==> config.mk <==
export PLATFORM = sky130hd
export DESIGN_NAME = pend_dec32_5
export DESIGN_NICKNAME = d
export VERILOG_FILES = /design/src/rtl/pend_dec32_5_pkg.sv /design/src/rtl/pend_dec32_5_dec5_32.sv /design/src/rtl/pend_dec32_5.sv
export SDC_FILE = /design/constraint.sdc
export NUM_CORES = 1
export LEC_CHECK = 0
export BUFFER_PORTS_ARGS = -buffer_cell sky130_fd_sc_hd__buf_2
export CORE_MARGIN = 1
export CORE_UTILIZATION = 28
export CTS_BUF_LIST = sky130_fd_sc_hd__clkbuf_16
export CTS_CLUSTER_DIAMETER = 200
export DETAILED_ROUTE_END_ITERATION = 8
export SLEW_MARGIN = 20
export SYNTH_ARGS = -nofsm -noshare
export SYNTH_HDL_FRONTEND = slang
export SYNTH_SLANG_ARGS = --single-unit
export TNS_END_PERCENT = 10
==> constraint.sdc <==
create_clock -name clk -period 3.9 [get_ports clk]
set_clock_uncertainty 0.05 [all_clocks]
set_input_delay 0.78 -clock clk [delete_from_list [all_inputs] [get_ports clk]]
set_output_delay 0.78 -clock clk [all_outputs]
set_load 0.01 [all_outputs]
==> src/rtl/pend_dec32_5_pkg.sv <==
// ---------------------------------------------------------------------------
// pend_dec32_5_pkg
// Shared constants for the pending-request tracker and its one-hot decoder.
//   IDXW     : width of a request index
//   WIDTH    : width of the request vector (2**IDXW)
//   CNTW     : width of the occupancy counter (holds 0..WIDTH)
//   FULL_VEC : every request pending
//   ZERO_VEC : no request pending
//   FULL_CNT : counter value that means every bit is pending
// ---------------------------------------------------------------------------
package pend_dec32_5_pkg;

  localparam int IDXW  = 5;
  localparam int WIDTH = 32;
  localparam int CNTW  = IDXW + 1;

  localparam logic [WIDTH-1:0] FULL_VEC = '1;
  localparam logic [WIDTH-1:0] ZERO_VEC = '0;
  localparam logic [CNTW-1:0]  FULL_CNT = CNTW'(WIDTH);

endpackage

==> src/rtl/pend_dec32_5_dec5_32.sv <==
// ---------------------------------------------------------------------------
// dec5_32
// Combinational index-to-one-hot decoder with enable; the inverse of the
// per32_5 priority encoder.
//   en_i  : decode enable; output is all zeros when low
//   idx_i : index to decode
//   oh_o  : one-hot vector with bit idx_i set when enabled
// ---------------------------------------------------------------------------
module dec5_32
  import pend_dec32_5_pkg::*;
(
  input  logic            en_i,
  input  logic [IDXW-1:0] idx_i,
  output logic [WIDTH-1:0] oh_o
);

  // A disabled decoder contributes nothing, so callers can OR/mask freely.
  always_comb begin
    oh_o = ZERO_VEC;
    if (en_i) begin
      oh_o = WIDTH'(1) << idx_i;
    end
  end

endmodule

==> src/rtl/pend_dec32_5.sv <==
// ---------------------------------------------------------------------------
// pend_dec32_5
// Pending-request tracker feeding the per32_5 priority encoder. Set indices
// are decoded and accumulated in a pending vector; the serviced index coming
// back from the encoder clears its bit. All outputs are registered.
//   clk     : rising-edge clock
//   rst     : asynchronous active-high reset
//   set_idx : index of request to mark pending, qualified by set_v
//   clr_idx : index of serviced request, qualified by clr_v
//   flush   : synchronous clear of all pending state (beats set and clear)
//   pend    : pending vector
//   set_oh  : one-hot of the set accepted on the previous cycle, else 0
//   count   : number of pending bits (0..WIDTH)
//   empty   : no bit pending
//   full    : every bit pending
//   dup     : one-cycle pulse, a set landed on an already-pending bit
// ---------------------------------------------------------------------------
module pend_dec32_5
  import pend_dec32_5_pkg::*;
(
  input  logic             clk,
  input  logic             rst,
  input  logic [IDXW-1:0]  set_idx,
  input  logic             set_v,
  input  logic [IDXW-1:0]  clr_idx,
  input  logic             clr_v,
  input  logic             flush,
  output logic [WIDTH-1:0] pend,
  output logic [WIDTH-1:0] set_oh,
  output logic [CNTW-1:0]  count,
  output logic             empty,
  output logic             full,
  output logic             dup
);

  logic [WIDTH-1:0] setVec;
  logic [WIDTH-1:0] clrVec;

  logic [WIDTH-1:0] pend_q,   pend_d;
  logic [WIDTH-1:0] set_oh_q, set_oh_d;
  logic [CNTW-1:0]  count_q,  count_d;
  logic             empty_q,  empty_d;
  logic             full_q,   full_d;
  logic             dup_q,    dup_d;

  logic sameIdx;
  logic inc;
  logic dec;

  dec5_32 u_setDec (
    .en_i  (set_v),
    .idx_i (set_idx),
    .oh_o  (setVec)
  );

  dec5_32 u_clrDec (
    .en_i  (clr_v),
    .idx_i (clr_idx),
    .oh_o  (clrVec)
  );

  // Next-state logic. The counter is kept incrementally rather than by a
  // popcount: a set only counts when its bit was idle, a clear only counts
  // when its bit was pending and is not being re-set in the same cycle.
  // The flags are taken from the next count so they line up with pend.
  always_comb begin
    sameIdx  = (set_idx == clr_idx);
    inc      = set_v & ~pend_q[set_idx] & ~flush;
    dec      = clr_v & pend_q[clr_idx] & ~(set_v & sameIdx) & ~flush;
    pend_d   = ZERO_VEC;
    set_oh_d = ZERO_VEC;
    count_d  = '0;
    dup_d    = 1'b0;
    if (!flush) begin
      pend_d   = (pend_q & ~clrVec) | setVec;
      set_oh_d = setVec;
      count_d  = count_q + CNTW'(inc) - CNTW'(dec);
      dup_d    = set_v & pend_q[set_idx] & ~(clr_v & sameIdx);
    end
    empty_d = (count_d == '0);
    full_d  = (count_d == FULL_CNT);
  end

  // State registers; reset leaves the tracker empty.
  always_ff @(posedge clk or posedge rst) begin
    if (rst) begin
      pend_q   <= ZERO_VEC;
      set_oh_q <= ZERO_VEC;
      count_q  <= '0;
      empty_q  <= 1'b1;
      full_q   <= 1'b0;
      dup_q    <= 1'b0;
    end else begin
      pend_q   <= pend_d;
      set_oh_q <= set_oh_d;
      count_q  <= count_d;
      empty_q  <= empty_d;
      full_q   <= full_d;
      dup_q    <= dup_d;
    end
  end

  assign pend   = pend_q;
  assign set_oh = set_oh_q;
  assign count  = count_q;
  assign empty  = empty_q;
  assign full   = full_q;
  assign dup    = dup_q;

endmodule

==> results.md <==
* Initial antenna violation count at 0
* Post-synth top area share at 49.9%
* Worst slew pin tran at 0.840 ns
* Clock sinks at 73
* Final Hold Vio Count at 0
* Post-route setup slack at 0.239 ns
* Final Cycle Share at 93.9%
* Largest cells by area after synthesis: dfrtp_1 (50%), mux4_1 (5.1%), mux2i_1 (4.4%)
* Share of layout cells above drive strength 1 at 33.7%
* Slew HR at 43.9%
* Hold depth at 1
* Final WL at 10.7 mm
* CTS tree: yes
* Core region area at 12600 µm²
* Layout fillers at 1329
* Post-Syn Area at 3610 µm²
* Post-Layout Cell Count at 593
* Startpoint types: input port
* CP Buf/Inv Count at 2
* Vias in the first global route at 3033
* Initial DRC Count at 165
* Clk_lat worst skew at 0.34 ns
* Fraction of registers with async set/reset at 100%
* Final Max Tran Viols at 0
* Total design power at 1.82 mW
* PortBufs at 87
* First-pass GRT wire length at 16.7 mm
* I/O Pins at 88
* Area grow syn2layout at 25.1%
* Status: complete, no violations
* Worst R2R Path Depth at 14
* Total number of yosys warnings at 0
* P per Cell Area at 402 nW/µm²
* Post-CTS sizing at 0
* Vias at 3007
* Clk slew on worst S/H paths at 0.05 ns
* Seq cells post-synth at 73
* Drt wl/cell at 18.1 µm
* Post-synthesis net count at 354
* Max incr delay on CP at 0.58 ns
* Pre-CTS setup slack at -0.218 ns
* Max Clock Freq at 0.273 GHz
* Commonest cells post-synth: dfrtp_1 (72), nor2_1 (41), nand2_1 (28), a31o_2 (18), mux2i_1 (16)
* Total gr overflow at 0
* Pin count of the biggest net entering global routing at 40
* Worst Path Arrival at 3.87 ns
* CP delay by family, top: compound AO/OA/AOI/OAI gates
* FP Rows at 41
* H-tree depth at 3
* TNS Setup at 0 ns
* Chip Height at 116 µm
* Max Cap Violations at 0
* Antenna cell count at 0
* Placed Cells incl. Taps at 580
* Vias per cell at 5.07
* CTS Buf Count at 9
* Unique masters post-synth at 48
* Tmin final at 3.66 ns
* Hold_ws at 0.526 ns
* Nets at 441
* Reg2reg setup slack at 0.45 ns
* Leakage at 2.24 nW
* Root Buffer: clkbuf_16
* Hold_buf cts at 0
* Main synth FF type: dfrtp_1
* GPL Wtd Cong at 0.843
* Total setup buffers inserted after CTS at 0
* CP max FO at 9
* Hold WC Path Type: reg2reg
* First-pass iteration count of the detailed router at 5
* # setup viols final at 0
* GRT Resource Usage Total at 17.0%
* WP data required at 4.11 ns
* Number of enable flip-flop cells after synthesis at 0
* Area leader, netlist: dfrtp_1
* DIE WIDTH at 116 µm
* Crit path cell chain: buf_6 -> mux4_1 -> a22oi_2 -> a21oi_1 -> a21oi_2 -> a2111oi_2 -> ha_1 -> inv_1 -> ha_1 -> fa_1 -> a21o_1 -> a21oi_1 -> xor2_1 -> a41oi_2 -> nor2b_1
* Critical path type: in2reg
* Clock Path Buffers at 2
* Critical path depth in cells at 15
* Starting Density at 28.6%
* Mapped Cells at 332
* Die area at 13400 µm²
* Most frequent cell after synthesis: dfrtp_1
* DRC Markers at 0
* Slowest cell on crit path: mux4_1
* Post-synthesis sequential area ratio at 50.6%
* Avg Inst Size Synth at 10.9 µm²
* Final HPWL from detailed placement at 7.86 mm
* Maximum VDD drop at 232 µV
* ANT nets after route at 0
* Crit. End Element: flop
[sequential cells by signal, indices dropped and copies added (netlist names)]
name    cells
set_oh     32
empty       1
dup         1
full        1
pend       32
count       6
[metrics by stage]
stage | utilization (%) | cell area (µm²)
after global placement | 33.7 | 4250
after floorplan | - | 3610
after CTS | 35.7 | 4500
final | 35.8 | 4520
after global routing | 35.8 | 4520
after detailed placement | 33.7 | 4250
[placed cells by master (no fill, tap or decap), types with 5 or more instances in the layout]
cell	instances
a21oi_1	6
nor2b_1	7
inv_1	8
a31o_2	18
nand2b_1	8
dfrtp_1	72
buf_4	9
nor2_1	41
buf_2	86
clkbuf_16	9
o211ai_1	10
a22oi_1	5
o21ai_0	11
mux4_1	6
nand2_1	28
ha_1	6
nand3_1	8
mux2i_1	16
xnor2_1	5
[final cells by class]
class / count / area [µm²] / share of cell area [%]
inverters: 10 / 37.5 / 0.831
clock inverters: 4 / 23.8 / 0.526
flip-flops and latches: 73 / 1830 / 40.4
well taps: 172 / 215 / 4.76
clock buffers: 9 / 225 / 4.98
repair buffers: 98 / 549 / 12.2
multi-input cells: 227 / 1640 / 36.3
[where the power goes]
group          internal, mW  switching, mW  total [mW]
sequential            0.790         0.0173       0.808
clock                 0.415          0.290       0.705
combinational         0.123          0.183       0.306
[worst paths after layout]
check / from / end
setup / recovery: clr_idx[0] / full
hold / removal: pend[29] / pend[29]
setup reg to reg: pend[14] / full
hold reg to reg: pend[29] / pend[29]
max in group asynchronous: rst / empty
min in group asynchronous: rst / set_oh[13]
[kinds of logic (layout without fill, tap and decap cells)]
family | count (synthesis) | after routing | share of synthesized area [%]
multiplexers | 24 | 24 | 10.1
XOR/XNOR | 9 | 9 | 2.18
flip-flops | 73 | 73 | 50.6
buffers and inverters | 32 | 121 | 4.40
adder cells (fa/ha/maj) | 7 | 7 | 2.63
AND/OR/NAND/NOR | 118 | 118 | 16.0
AO/OA/AOI/OAI | 69 | 69 | 14.0
[routing by layer]
layer  up-vias  track usage, %  wire, µm
li1       1360               -         -
met1      1547            21.4      4740
met2        94            27.8      5280
met3         6            5.44       606
met4         0            5.19        83
met5         -               0         0
No activity file was read; power rests on OpenSTA's default activity.
